### config.mk
export PLATFORM = sky130hd
export DESIGN_NAME = mac_accumulator_flat
export DESIGN_NICKNAME = d
export VERILOG_FILES = /design/src/rtl/mac_accumulator_if.sv /design/src/rtl/mac_accumulator.sv /design/src/flat_wrapper.sv
export SDC_FILE = /design/constraint.sdc
export NUM_CORES = 1
export LEC_CHECK = 0
export CAP_MARGIN = 10
export CORE_MARGIN = 2
export CORE_UTILIZATION = 61
export DETAILED_ROUTE_END_ITERATION = 10
export PLACE_DENSITY = 0.83
export SLEW_MARGIN = 25
export SYNTH_ARGS = -nofsm -noshare
export SYNTH_HDL_FRONTEND = slang
export SYNTH_SLANG_ARGS = --single-unit
export TNS_END_PERCENT = 20
### constraint.sdc
create_clock -name clk -period 9.41 [get_ports clk]
set_input_delay 1.882 -clock clk [delete_from_list [all_inputs] [get_ports clk]]
set_output_delay 1.882 -clock clk [all_outputs]
set_load 0.1 [all_outputs]
### src/rtl/mac_accumulator_if.sv
// Operand and result handshakes for the streaming MAC stage.
// The producer/consumer side drives master, the MAC takes slave.
interface mac_accumulator_if #(
  parameter int ACC_W = 24,
  parameter int CNT_W = 8
);
  logic             in_valid;
  logic             in_ready;
  logic [7:0]       in_a;
  logic [7:0]       in_b;
  logic             in_last;
  logic             out_valid;
  logic             out_ready;
  logic [ACC_W-1:0] out_acc;
  logic [CNT_W-1:0] out_count;
  logic             out_ovf;

  modport master (
    output in_valid,
    output in_a,
    output in_b,
    output in_last,
    output out_ready,
    input  in_ready,
    input  out_valid,
    input  out_acc,
    input  out_count,
    input  out_ovf
  );

  modport slave (
    input  in_valid,
    input  in_a,
    input  in_b,
    input  in_last,
    input  out_ready,
    output in_ready,
    output out_valid,
    output out_acc,
    output out_count,
    output out_ovf
  );
endinterface

### src/rtl/mac_accumulator.sv
// Streaming signed MAC: radix-4 Booth product register feeding a
// group accumulator with a one-deep result holding register.
module booth_mul8 (
  input  logic        [7:0]  a,
  input  logic        [7:0]  b,
  output logic signed [15:0] p
);
  logic        [8:0]  bx;
  logic signed [15:0] ax;
  logic signed [15:0] pp;
  logic signed [15:0] sum;

  always_comb begin
    bx  = {b, 1'b0};
    ax  = 16'($signed(a));
    pp  = '0;
    sum = '0;
    for (int i = 0; i < 4; i++) begin
      unique case (bx[2*i +: 3])
        3'b001, 3'b010: pp = ax;
        3'b011:         pp = ax <<< 1;
        3'b100:         pp = -(ax <<< 1);
        3'b101, 3'b110: pp = -ax;
        default:        pp = '0;
      endcase
      sum = sum + (pp <<< (2 * i));
    end
    p = sum;
  end
endmodule

module mac_accumulator #(
  parameter int ACC_W = 24,
  parameter int CNT_W = 8
) (
  input logic            clk,
  input logic            rst,
  mac_accumulator_if.slave bus
);
  logic signed [15:0] prod;

  logic               p_valid, p_valid_d;
  logic signed [15:0] p_data, p_data_d;
  logic               p_last, p_last_d;

  logic [ACC_W-1:0]   acc, acc_d;
  logic [CNT_W-1:0]   cnt, cnt_d;
  logic               ovf, ovf_d;

  logic               res_valid, res_valid_d;
  logic [ACC_W-1:0]   res_acc, res_acc_d;
  logic [CNT_W-1:0]   res_cnt, res_cnt_d;
  logic               res_ovf, res_ovf_d;

  logic               consume;
  logic               rdy;
  logic               accept;
  logic [ACC_W-1:0]   p_ext;
  logic [ACC_W-1:0]   sum;
  logic [CNT_W-1:0]   cnt_inc;
  logic               add_ovf;

  booth_mul8 u_mul (
    .a (bus.in_a),
    .b (bus.in_b),
    .p (prod)
  );

  // A last product may only move once the result slot is free or
  // being drained on this same edge.
  assign consume = p_valid &&
                   (!p_last || !res_valid || bus.out_ready);
  assign rdy     = !rst && (!p_valid || consume);
  assign accept  = bus.in_valid && rdy;

  assign p_ext   = ACC_W'(p_data);
  assign sum     = acc + p_ext;
  assign cnt_inc = (&cnt) ? cnt : cnt + 1'b1;
  assign add_ovf = (acc[ACC_W-1] == p_ext[ACC_W-1]) &&
                   (sum[ACC_W-1] != acc[ACC_W-1]);

  always_comb begin
    p_valid_d   = p_valid;
    p_data_d    = p_data;
    p_last_d    = p_last;
    acc_d       = acc;
    cnt_d       = cnt;
    ovf_d       = ovf;
    res_valid_d = res_valid;
    res_acc_d   = res_acc;
    res_cnt_d   = res_cnt;
    res_ovf_d   = res_ovf;

    if (accept) begin
      p_valid_d = 1'b1;
      p_data_d  = prod;
      p_last_d  = bus.in_last;
    end else if (consume) begin
      p_valid_d = 1'b0;
    end

    if (consume && !p_last) begin
      acc_d = sum;
      cnt_d = cnt_inc;
      ovf_d = ovf | add_ovf;
    end

    if (consume && p_last) begin
      res_valid_d = 1'b1;
      res_acc_d   = sum;
      res_cnt_d   = cnt_inc;
      res_ovf_d   = ovf | add_ovf;
      acc_d       = '0;
      cnt_d       = '0;
      ovf_d       = 1'b0;
    end else if (res_valid && bus.out_ready) begin
      res_valid_d = 1'b0;
    end
  end

  always_ff @(posedge clk) begin
    if (rst) begin
      p_valid   <= 1'b0;
      p_data    <= '0;
      p_last    <= 1'b0;
      acc       <= '0;
      cnt       <= '0;
      ovf       <= 1'b0;
      res_valid <= 1'b0;
      res_acc   <= '0;
      res_cnt   <= '0;
      res_ovf   <= 1'b0;
    end else begin
      p_valid   <= p_valid_d;
      p_data    <= p_data_d;
      p_last    <= p_last_d;
      acc       <= acc_d;
      cnt       <= cnt_d;
      ovf       <= ovf_d;
      res_valid <= res_valid_d;
      res_acc   <= res_acc_d;
      res_cnt   <= res_cnt_d;
      res_ovf   <= res_ovf_d;
    end
  end

  assign bus.in_ready  = rdy;
  assign bus.out_valid = res_valid;
  assign bus.out_acc   = res_acc;
  assign bus.out_count = res_cnt;
  assign bus.out_ovf   = res_ovf;
endmodule
### src/flat_wrapper.sv
// flat-port wrapper written by rule: the top's interface ports become plain ports
module mac_accumulator_flat 
#(
  parameter int ACC_W = 24,
  parameter int CNT_W = 8
)
  (clk, rst, bus_in_valid, bus_in_a, bus_in_b, bus_in_last, bus_out_ready, bus_in_ready, bus_out_valid, bus_out_acc, bus_out_count, bus_out_ovf);
  mac_accumulator_if #(.ACC_W(ACC_W), .CNT_W(CNT_W)) bus_i ();
  input logic clk;
  input logic rst;
  input wire logic [$bits(bus_i.in_valid)-1:0] bus_in_valid;
  input wire logic [$bits(bus_i.in_a)-1:0] bus_in_a;
  input wire logic [$bits(bus_i.in_b)-1:0] bus_in_b;
  input wire logic [$bits(bus_i.in_last)-1:0] bus_in_last;
  input wire logic [$bits(bus_i.out_ready)-1:0] bus_out_ready;
  output wire logic [$bits(bus_i.in_ready)-1:0] bus_in_ready;
  output wire logic [$bits(bus_i.out_valid)-1:0] bus_out_valid;
  output wire logic [$bits(bus_i.out_acc)-1:0] bus_out_acc;
  output wire logic [$bits(bus_i.out_count)-1:0] bus_out_count;
  output wire logic [$bits(bus_i.out_ovf)-1:0] bus_out_ovf;
  assign bus_i.in_valid = bus_in_valid;
  assign bus_i.in_a = bus_in_a;
  assign bus_i.in_b = bus_in_b;
  assign bus_i.in_last = bus_in_last;
  assign bus_i.out_ready = bus_out_ready;
  assign bus_in_ready = bus_i.in_ready;
  assign bus_out_valid = bus_i.out_valid;
  assign bus_out_acc = bus_i.out_acc;
  assign bus_out_count = bus_i.out_count;
  assign bus_out_ovf = bus_i.out_ovf;
  mac_accumulator #(.ACC_W(ACC_W), .CNT_W(CNT_W)) u_core (.clk(clk), .rst(rst), .bus(bus_i));
endmodule
Yosys cells after proc, flatten, opt, wreduce, memory -nomap -nowiden --
Index checks and enable logic that the tools add are counted.
Word-level totals: input port bits 21, register bits after elaboration 85
Operators by class: multiplexer cells 9, equality and inequality tests 23, bitwise logic cells 1, $add $sub $neg 7, reductions and logical operators 24
Operators with widths (number):
- $pmux W14 S4 | 1
- $add A16 B16 Y16 | 3
- $pmux W12 S4 | 1
- $pmux W16 S3 | 1
- $pmux W10 S4 | 1
- $eq A3 B3 Y1 const B | 9
- $add A24 B24 Y24 | 1
- $eq A3 B2 Y1 const B | 6
- $neg A8 Y16 | 1
- $neg A9 Y16 | 1
- $reduce_or A2 Y1 | 7
- $eq A3 B1 Y1 const B | 3
- $add A8 B1 Y8 const B | 1
- $mux W8 | 1
- $reduce_and A8 Y1 | 1
- $logic_and A1 B1 Y1 | 7
- $eq A2 B2 Y1 const B | 2
- $logic_not A1 Y1 | 4
- $mux W1 | 4
- $reduce_bool A2 Y1 | 2
- $logic_or A1 B1 Y1 | 3
- $eq A2 B1 Y1 const B | 1
- $eq A1 B1 Y1 | 1
- $ne A1 B1 Y1 | 1
- $or A1 B1 Y1 | 1

Depth between registers and ports, before layout --
word-level depth 8, gate-level depth with buffers 25, gate-level depth less buffers 22

Cells and area by module --
Synthesis repeated with hierarchy kept, for this count alone.
Second synthesis, totals: cell total of the unflattened synthesis 932, area total of the unflattened synthesis 7303.3 sq um
By module, submodules not included:
- mac_accumulator | cells an instance 524, instances 1, sequential area each 1701.6 sq um, area each 4481.8 sq um
- booth_mul8 | cells an instance 408, instances 1, sequential area each 0.0 sq um, area each 2821.5 sq um

Worst setup path before layout --
Ideal clock, no wire load.
kind input port to flip-flop, from input port bus_in_a[0], to register u_core.p_data[15], arrival 6.515 ns, data required time 9.341 ns, path buffers 4, stages 24, slack 2.826 ns, cells stage by stage buf_6 -> inv_1 -> ha_1 -> buf_2 -> or3b_2 -> buf_2 -> or3_1 -> clkbuf_1 -> xor2_1 -> a221oi_1 -> a21oi_1 -> fa_1 -> inv_1 -> fa_1 -> inv_1 -> ha_1 -> o21ai_0 -> nand2b_1 -> o41ai_1 -> o31a_1 -> a21oi_1 -> xor2_1 -> xnor3_1 -> o21ai_1
On the way: cells in the longest elaborated chain, start to end 5, elaborated cells between the ends (all ways) 9, those cells by class add/sub: 5; mux: 4
Ends and longest elaborated chain:
- start, declared | line flat_wrapper.sv:12 | input wire logic [$bits(bus_i.in_a)-1:0] bus_in_a;
- $neg A9 Y16 / $neg A8 Y16 (equally long branches) | line mac_accumulator.sv:22, mac_accumulator.sv:23
- $pmux W14 S4 / $pmux W16 S3 (equally long branches) | line mac_accumulator.sv:19 | unique case (bx[2*i +: 3])
- $add A16 B16 Y16 (2 in series) | line mac_accumulator.sv:26 | sum = sum + (pp <<< (2 * i));
- $add A16 B16 Y16 * | line mac_accumulator.sv:26
- end signal, assigned | line mac_accumulator.sv:135 | p_data <= p_data_d;
- end, declared | line mac_accumulator.sv:43 | logic signed [15:0] p_data, p_data_d;
Mark *: on every way between the ends. The rest lies on a longest branch, timed or not. A chain may end at the register's enable or synchronous reset.

Worst setup path after layout --
Same ends and word-level chain as after synthesis.

==> out/results.ini <==
[logic_synthesis]
async_flop_share_pct = 0
synthXorXnorAreaFrac_pct = 6.36
yosysWarnings = 0
synth_top_area_share_pct = 24.0
syn_inst = 918
synth_seq_area_share_pct = 24.0
synth_compound_area_share_pct = 28.2
synth_area_leaders = dfxtp_1 (24%), ha_1 (7.4%), fa_1 (6.2%)
yosys.cell_types.count = 76
ys_ff_latch = 85
avgSynthCellArea_um2 = 7.72
syn_nets = 1003
synthSimpleGateAreaFrac_pct = 19.1
synth_top_cell_by_area = dfxtp_1
synth_edf_count = 0
synth_ff_type = dfxtp_1
synth_fa_ha_area_share_pct = 13.6
synth_common_cells = nand2_1 (112), dfxtp_1 (85), nor2_1 (76), o21ai_0 (72), a21oi_1 (71)
yosysMostFrequentCell = nand2_1
synth_area_um2 = 7080
synth_mux_area_share_pct = 1.85
synth_top_family_by_area = compound AO/OA/AOI/OAI gates

[setup_path]
r2r-end = u_core.bus.out_acc[22]
startpoint_type = input pin
cp-startpoint = bus_in_a[0]
cp-endpoint = u_core.p_data[15]
r2r_setup_slack_ns = 6.16
reg2reg_depth = 11
arrival_ns = 7.43
worstSetupPathType = in -> reg
cp.required_ns = 9.67
cp-end-kind = register
critPathMaxFanout = 10
rr_startpoint = u_core.acc[0]

[power_and_ir_drop]
p_per_area_nw_per_um2 = 180
p_switching_w = 0.000531
power.internal_w = 0.000893
switching_share_pct = 37.3
p_comb_share_pct = 44.0
p_leak_nw = 3.32
pwr-share-clk_pct = 26.4
p_seq_share_pct = 29.7
total_power_w = 0.00142
ir_drop_mv = 0.187

[timing]
finalHoldViolations = 0
maxSlewHeadroom_pct = 33.2
fmax_mhz = 139
finalCritPeriodShare_pct = 76.2
setup_tns_ns = 0
rsz0062_at_grt = no
drv_slew = 0
holdWs_ns = 0.455
setup_violations = 0
tightest_slew_ns = 0.999
layout_min_cycle_time_ns = 7.17
clock_skew_ns = 0.00558

[clock_tree]
postCtsSetupBuffers = 0
root_buffer = clkbuf_16
cts_tree = yes
numCtsBuffers = 9
cts_sinks = 85
htree_levels = 3
cts_buffer_depth = 2
cts_resized = 0
path_clk_slew_ns = 0.06
clk-insertion-delay-late_ns = 0.34
postCtsHoldBufs = 0

[flow_run]
cap_violations = 0

[drt]
drt-total-wl_mm = 17.6
final_antenna_net_count = 0
first_iter_violations = 464
vias_per_cell = 6.16
drcViolationCount = 0
dr.pass1.iters = 5
post_drt_wl_per_cell_um = 16.2
route.vias.total = 6680

[final_layout]
diodes = 0
drive_gt1_share_pct = 4.89
area_delta_synth_final_pct = 11.9
nets = 1022
fin_util_pct = 69.7
instances_no_fill = 1084

[placed_design]
gp_congestion = 0.957
dp_cells = 1069
io_buffers = 55
dp_hpwl_mm = 12.9

[floorplan]
io_pins = 56
num_rows = 39
core_um2 = 11400
start_util_pct = 62.3
die_w_um = 112
die_area_um2 = 12500
die_h_um = 112

[min_path]
hold_path_class = reg -> reg

[global_routing]
grt_max_degree = 43
grt_pass1_wl_mm = 29.5
grt_use_total_pct = 28.2
grt_antenna_before_repair = 0
grt_pass1_vias = 6175
grt_overflow = 0

[run_status]
status = finished, final reports clean

## metrics by stage
stage | cell area [um2] | setup WS, ns
6_report | 7920 | 2.24
5_1_grt | 7920 | 1.87
4_1_cts | 7920 | 2.27
3_5_place_dp | 7600 | 1.89
3_3_place_gp | 7600 | 2.10
2_1_floorplan | 7080 | 2.83
## power groups by stage
| stage | sequential, W | combinational (W) | clock (W) |
|---|---|---|---|
| after global routing | 0.000428 | 0.000706 | 0.000396 |
| after detailed placement | 0.000429 | 0.000622 | 0 |
| after CTS | 0.000422 | 0.000626 | 0.000379 |
| after global placement | 0.000428 | 0.000604 | 0 |
| final | 0.000423 | 0.000626 | 0.000376 |
| after floorplan | 0.000450 | 0.000476 | 0 |
## critical path: stages
cell and delay [ns]:
clkdlybuf4s50_1 0.59, inv_1 0.17, ha_1 0.33, or3b_2 0.60, or3_1 0.44, xor2_1 0.21
a221oi_1 0.29, a21oi_1 0.11, fa_1 0.58, inv_1 0.05, fa_1 0.53, inv_1 0.04
ha_1 0.24, o41ai_1 0.56, o31a_1 0.22, a21oi_1 0.08, xor2_1 0.15, xnor3_1 0.23
o21ai_1 0.12
## flip-flops by register name, indices dropped and copies added, names as in the netlist
name / flops
u_core.cnt: 8
u_core.bus.out_acc: 24
u_core.p_valid: 1
u_core.bus.out_valid: 1
u_core.p_last: 1
u_core.bus.out_count: 8
u_core.ovf: 1
u_core.bus.out_ovf: 1
u_core.acc: 24
u_core.p_data: 16
## per-layer routing
| layer | vias to the layer above | global-route usage (%) | part of all wire [%] |
|---|---|---|---|
| li1 | 3320 | - | - |
| met1 | 3092 | 37.7 | 44 |
| met2 | 241 | 47.8 | 49 |
| met3 | 27 | 3.48 | 5.7 |
| met4 | 0 | 9.05 | 1.8 |
| met5 | - | 0 | 0 |
## worst min path at each step
stage,startpoint,end,cells after the start
2_1_floorplan,u_core.acc[13],u_core.acc[13],2
3_3_place_gp,u_core.acc[13],u_core.acc[13],2
3_5_place_dp,u_core.acc[13],u_core.acc[13],2
4_1_cts,u_core.bus.out_acc[13],u_core.bus.out_acc[13],2
5_1_grt,u_core.bus.out_acc[0],u_core.bus.out_acc[0],2
6_report,u_core.bus.out_acc[5],u_core.bus.out_acc[5],2
## layout make-up
type	instances	area, um2
Clock buffer	11	243
Clock inverter	4	72.6
Fill cell	945	3450
Inverter	56	210
Multi-Input combinational cell	722	4910
Sequential cell	85	1700
Tap cell	143	179
Timing Repair Buffer	63	611
## kinds of logic after synthesis
| family | after synthesis |
|---|---|
| compound gates | 302 |
| xor+xnor | 49 |
| fa+ha+maj | 64 |
| buf+inv | 111 |
| flops | 85 |
| mux | 13 |
| simple gates | 294 |
## cell usage in the layout (no fill, tap or decap), drive strengths merged, types with 10 or more instances in the layout
cell	netlist	layout
xor2	14	14
a22o	18	18
xnor2	34	34
ha	42	42
clkdlybuf4s50	0	55
o21ai	74	74
nand3	23	23
a211oi	18	18
clkbuf	41	11
a22oi	17	17
dfxtp	85	85
nand2b	14	14
inv	53	53
o211ai	12	12
a221oi	11	11
nor2b	10	10
a21oi	71	71
mux2i	12	12
a31oi	12	12
nor2	76	76
nor3	14	14
a21o	18	18
nand2	112	112
fa	22	22
Power figures use the tool's default switching activity.
